## src/rtl/frame_issuer.sv

```systemverilog
// frame_issuer: program store plus PC that fetches frames, issues them on valid/ready and resolves branches locally.
module frame_issuer #(
  parameter int PROG_DEPTH = 256,
  parameter int PC_W = 8,
  parameter int FRAME_W = 17
) (
  input  logic               sysclk,
  input  logic               reset,
  input  logic               load_en,
  input  logic [PC_W-1:0]    load_addr,
  input  logic [FRAME_W-1:0] load_data,
  input  logic               start,
  input  logic [PC_W-1:0]    start_pc,
  input  logic               halt,
  input  logic               eq_flag,
  output logic [FRAME_W-1:0] frame,
  output logic               frame_valid,
  input  logic               frame_ready,
  output logic [PC_W-1:0]    pc,
  output logic               busy,
  output logic               done
);
  typedef enum logic [1:0] {IDLE, FETCH, ISSUE} state_t;
  state_t state;
  logic [FRAME_W-1:0] mem [PROG_DEPTH];
  logic [FRAME_W-1:0] word;
  logic [3:0] op;
  logic jump;
  assign word = mem[pc];
  assign op = frame[FRAME_W-1 -: 4];
  assign jump = op == 4'hC || (op == 4'hD && !eq_flag) || (op == 4'hE && eq_flag);
  assign busy = state != IDLE;
  // The store has no reset so its contents survive a mid-run reset.
  always_ff @(posedge sysclk)
    if (state == IDLE && load_en) mem[load_addr] <= load_data;
  always_ff @(posedge sysclk or posedge reset) begin
    if (reset) begin
      state <= IDLE;
      frame <= '0;
      frame_valid <= 1'b0;
      pc <= '0;
      done <= 1'b0;
    end else begin
      done <= 1'b0;
      case (state)
        IDLE: if (start) begin
          pc <= start_pc;
          state <= FETCH;
        end
        FETCH: if (word[FRAME_W-1 -: 4] == 4'hF) begin
          done <= 1'b1;
          state <= IDLE;
        end else if (halt) begin
          state <= IDLE;
        end else begin
          frame <= word;
          frame_valid <= 1'b1;
          state <= ISSUE;
        end
        ISSUE: if (frame_ready) begin
          frame_valid <= 1'b0;
          pc <= jump ? frame[FRAME_W-5 -: PC_W] : pc + 1'b1;
          state <= halt ? IDLE : FETCH;
        end
        default: state <= IDLE;
      endcase
    end
  end
endmodule

```

## config.mk

```make
export PLATFORM = sky130hd
export DESIGN_NAME = frame_issuer
export DESIGN_NICKNAME = d
export VERILOG_FILES = /design/src/rtl/frame_issuer.sv
export SDC_FILE = /design/constraint.sdc
export NUM_CORES = 2
export LEC_CHECK = 0
export CAP_MARGIN = 40
export CORE_ASPECT_RATIO = 2
export CORE_MARGIN = 2
export CORE_UTILIZATION = 55
export DETAILED_ROUTE_END_ITERATION = 8
export PLACE_DENSITY = 0.71
export SETUP_SLACK_MARGIN = 0.4
export SYNTH_ARGS = -nofsm -noshare
export SYNTH_HDL_FRONTEND = slang
export SYNTH_MEMORY_MAX_BITS = 65536
export SYNTH_SLANG_ARGS = --single-unit
```

## constraint.sdc

```tcl
create_clock -name sysclk -period 11.9 [get_ports sysclk]
set_input_delay 2.38 -clock sysclk [delete_from_list [all_inputs] [get_ports sysclk]]
set_output_delay 2.38 -clock sysclk [all_outputs]
set_load 0.02 [all_outputs]
```

# Word level (Yosys, flattened, before mapping)
# Memory sizes are Yosys's and may differ from the RTL's.
# Index checks and enable logic that the tools add are counted.
# W data, S select, Z words.
classes:
  muxes: 18
  n_addsub: 1
  reduce_logical: 14
  bitwise_logic: 2
  eq_ne: 10
ops:
  columns: ["cell", "count"]
  rows:
  - ["$mux W8", 3]
  - ["$eq A4 B4 Y1 const B", 4]
  - ["$pmux W8 S2", 1]
  - ["$add A8 B1 Y8 const B", 1]
  - ["$mux W1", 8]
  - ["$mux W2", 4]
  - ["$ne A2 B2 Y1 const B", 4]
  - ["$pmux W2 S3", 1]
  - ["$reduce_and A3 Y1", 2]
  - ["$reduce_bool A2 Y1", 3]
  - ["$reduce_and A4 Y1", 1]
  - ["$logic_and A1 B1 Y1", 3]
  - ["$eq A2 B1 Y1 const B", 1]
  - ["$eq A2 B2 Y1 const B", 1]
  - ["$logic_not A2 Y1", 1]
  - ["$logic_or A1 B1 Y1", 2]
  - ["$not A1 Y1", 2]
  - ["$pmux W1 S2", 1]
  - ["$reduce_and A2 Y1", 1]
  - ["$logic_not A1 Y1", 1]
word_totals:
  input_bits: 40
  ram_bits: 4352
  word_cells: 51
  output_inout_bits: 28
  mem_count: 1
  ff_bits: 29
memory_table:
  columns: ["memory", "depth", "word_bits", "read_ports", "rd_clocked_by_memory_dff", "write_ports", "line_no", "text"]
  rows:
  - ["mem", 256, 17, 1, 0, 1, "25", "logic [FRAME_W-1:0] mem [PROG_DEPTH];"]

# Depth between registers and ports, before layout
depth:
  depth_word: 7
  ltp_mapped: 16
  depth_no_buf: 9

# Worst setup path after synthesis
# OpenSTA, ideal clock, no wires.
synth_timing:
  kind: "in2reg"
  start: "input load_addr[0]"
  end: "memory mem[237][0] (enable)"
  t_arrival_ns: 4.239
  setup_time_ns: 0.391
  slack_ns: 7.271
  path_stages: 6
  required_ns: 11.509
  cell_sequence: "nor2b_1 > nand3_1 > or3_1 > clkbuf_1 > clkbuf_1 > nor2_1"
synth_rtl:
  columns: ["item", "line_no", "text"]
  rows:
  - ["start: declaration", "10", "input logic [PC_W-1:0] load_addr,"]
  - ["end: declaration", "25", null]
# Straight into the memory's write port.

# Final worst setup path
layout_timing:
  start: "register pc[2]"
  end: "register frame[9]"
layout_between:
  elab_chain_len: 4
layout_lines:
  columns: ["item", "line_no", "text"]
  rows:
  - ["start: declaration", "19", "output logic [PC_W-1:0] pc,"]
  - ["start signal: assignment", "47", "pc <= start_pc;"]
  - ["start signal: assignment", "62", "pc <= jump ? frame[FRAME_W-5 -: PC_W] : pc + 1'b1;"]
  - ["$mem_v2 Z256 W17 *", null, null]
  - ["$eq A4 B4 Y1", "50", "FETCH: if (word[FRAME_W-1 -: 4] == 4'hF) begin"]
  - ["$not A1 Y1 (no source line)", null, null]
  - ["$reduce_and A3 Y1 (no source line)", null, null]
  - ["end signal: assignment", "56", "frame <= word;"]
  - ["end: declaration", "16", "output logic [FRAME_W-1:0] frame,"]
# Every way passes the cells marked *; elsewhere a longest branch is shown, timed or not.
# A chain may end at the register's enable or synchronous reset.

==> results.cfg <==
[die]
top_level_ports = 68
rows = 287
fp.dieH_um = 786
start_util_pct = 55.2
coreArea_um2 = 305000
dieArea_um2 = 311000
fp.dieW_um = 395

[final_layout]
layout.nets = 7404
utilization_pct = 61.9
fin_cells = 11700
drive_gt1_share_pct = 32.9
nFillCells = 19600
fin_area_um2 = 189000
area_growth_pct = 12.1

[clock_tree]
cts_htree_levels = 5
cts_resized = 0
clockBufferDepth = 4
cts_buffers = 344
cts_tree = done
post-cts-setup-buffers = 0
cts_hold_buffers = 0
insertion_delay_ns = 0.94
cts_root_buf = clkbuf_16
numClockSinks = 4381
cts.clk_slew.worst_paths_ns = 0.07

[flow_run]
drv_cap = 0

[critical_path]
setup.worst_path.start_class = flop
cp_num_buf_inv = 2
path_cells = buf_4 > buf_4 > nand3b_1 > o221a_2 > o211ai_1 > a31oi_1 > a221oi_1 > a31oi_1 > nor4_1 > nor3_4 > mux2_1
rrSetupSlack_ns = 5.29
cp_max_fo = 38
worst_path_dominant_cell_family = compound AO/OA/AOI/OAI gates
cp_data_arrival_time_ns = 7.43
cp.required_ns = 12.72
crit_path_end_kind = flop
crit_path_top_delay_cell = nand3b_1
worstSetupPathType = reg2reg
cp_slowest_stage_delay_ns = 0.92

[timing]
fmax_mhz = 151
fin_crit_ns = 6.61
rsz0062_at_grt = no
fin_crit_sh_pct = 55.6
setup_viol = 0
report.final.hold_viol_count = 0
tightest_slew_ns = 1.33
slew_headroom_pct = 11.6
clock_skew_ns = 0.0473
finalSetupTns_ns = 0
drv_slew = 0

[placement]
placed_area_um2 = 178000
portBuffers = 67
dpl.hpwl_um = 297000
gp_congestion = 0.929
dp_cells = 11100

[drt]
post_drt_wl_per_cell_um = 39.8
drcViolationCount = 0
firstDrtPassIters = 8
num_vias = 79200
via_per_inst = 6.76
final_antenna_net_count = 0
drt_iter0_markers = 11500
routed_wl_um = 466000

[power]
leakagePower_nw = 58.0
ir_worst_vdd_mv = 0.177
powerDensity_nw_per_um2 = 224

[synthesis]
synth_top_area_share_pct = 77.7
synth_most_common_cell = edfxtp_1
synth_ff_type = edfxtp_1
avgSynthCellArea_um2 = 24.3
syn_nets = 6955
ys_seq_area_share_pct = 78.1
netlist_area_um2 = 168000
synth_area_leader_cell = edfxtp_1
synth_warnings = 0
synth.distinct_cells = 66
ys_top_cells_by_count = 4352 x edfxtp_1, 1339 x mux4_2, 297 x nor2_1, 133 x clkbuf_1, 104 x buf_2
yosys_register_bits = 4381
synthCells = 6914
synth.top_cells.by_area = edfxtp_1 78%, mux4_2 18%, nor2_1 0.66%, mux2i_1 0.54%, dfrtp_1 0.43%
synth_edf_count = 4352
async_reset_ff_share_pct = 0.662

[global_route]
grt_start_max_net_pins = 165
grt_pass1_vias = 80000
antenna_found_initial = 35
met1_usage_pct = 34.8
met2_usage_pct = 50.7
grt_pass1_wl_um = 644000
top_usage_layer = met2
met3_usage_pct = 5.00
gr-total-overflow = 0
grt_use_total_pct = 30.1

[outcome]
status = finished clean

[hold_path]
hold_path.class = reg2reg
## layer usage
| layer | wire [um] | vias up |
|---|---|---|
| li1 | - | 30600 |
| met1 | 144000 | 42300 |
| met2 | 239000 | 5054 |
| met3 | 40500 | 1177 |
| met4 | 42100 | 24 |
| met5 | 338 | - |
## report_power, final
| part | leakage [nW] | internal, mW | switching, mW |
|---|---|---|---|
| combinational | 13.3 | 5.43 | 8.06 |
| sequential | 39.4 | 17.0 | 0.216 |
| clock | 5.29 | 6.08 | 5.37 |
## final cells by class
| cell class | count | area (um2) | area share [%] |
|---|---|---|---|
| diodes | 37 | 92.6 | 0.0491 |
| clock buffers | 408 | 8890 | 4.71 |
| clock inverters | 199 | 1980 | 1.05 |
| inverters | 10 | 47.5 | 0.0252 |
| multi-input cells | 2132 | 35300 | 18.7 |
| flip-flops and latches | 4381 | 131000 | 69.7 |
| well taps | 4046 | 5060 | 2.68 |
| repair buffers | 494 | 5790 | 3.07 |
## registers in the layout (all words and copies together), names as in the netlist
| signal | count |
|---|---|
| frame | 17 |
| done | 1 |
| frame_valid | 1 |
| state | 2 |
| pc | 8 |
| mem | 4352 |
## path summary, 6_finish.rpt
check / from / endpoint / cells past startpoint
min in group asynchronous: reset / pc[4]$_DFFE_PP0P_ / 3
max in group asynchronous: reset / pc[3]$_DFFE_PP0P_ / 3
min reg2reg: frame[4]$_DFFE_PP0P_ / frame[4]$_DFFE_PP0P_ / 1
max: pc[2]$_DFFE_PP0P_ / frame[9]$_DFFE_PP0P_ / 11
max reg2reg: pc[2]$_DFFE_PP0P_ / frame[9]$_DFFE_PP0P_ / 11
min: frame[4]$_DFFE_PP0P_ / frame[4]$_DFFE_PP0P_ / 1
## cells by family after synthesis
family          after synthesis  share of synthesized area (%)
compound gates              180                          0.747
xor+xnor                      6                         0.0312
fa+ha+maj                     1                        0.00744
buf+inv                     401                           1.27
flops                      4381                           78.1
mux                        1445                           18.6
simple gates                500                           1.27
## through the flow
| step | power (mW) | hold slack [ns] | setup slack (ns) |
|---|---|---|---|
| after floorplan | 25.3 | 0.469 | 7.27 |
| after global placement | 30.6 | 0.498 | 5.28 |
| after detailed placement | 30.9 | 0.496 | 5.49 |
| after CTS | 42.1 | 0.511 | 5.45 |
| after global routing | 42.8 | 0.538 | 5.32 |
| final | 42.2 | 0.509 | 5.29 |
## cells in the final DEF, fill, tap and decap left out, types with 7 or more instances in the layout
master	instances
a211oi_1	13
a31oi_1	9
a21oi_1	32
clkinv_8	8
inv_6	7
nor3_1	9
nand3_1	29
edfxtp_1	4352
clkbuf_8	17
buf_4	215
nor2_1	111
mux2i_1	89
and2_1	8
clkinv_1	59
buf_16	20
mux4_2	1339
nand2b_1	9
clkbuf_16	346
o22ai_1	16
clkinv_2	66
nand3_4	9
clkinvlp_4	20
dfrtp_1	23
a22oi_1	34
diode_2	37
buf_6	18
mux2_2	14
clkdlybuf4s50_1	50
buf_8	150
bufinv_16	32
nand2_1	80
buf_12	21
clkbuf_1	62
o21ai_0	20
nor2b_1	20
nor2_2	185
or3_2	7
Note: power is estimated with default switching activity, not from simulation.
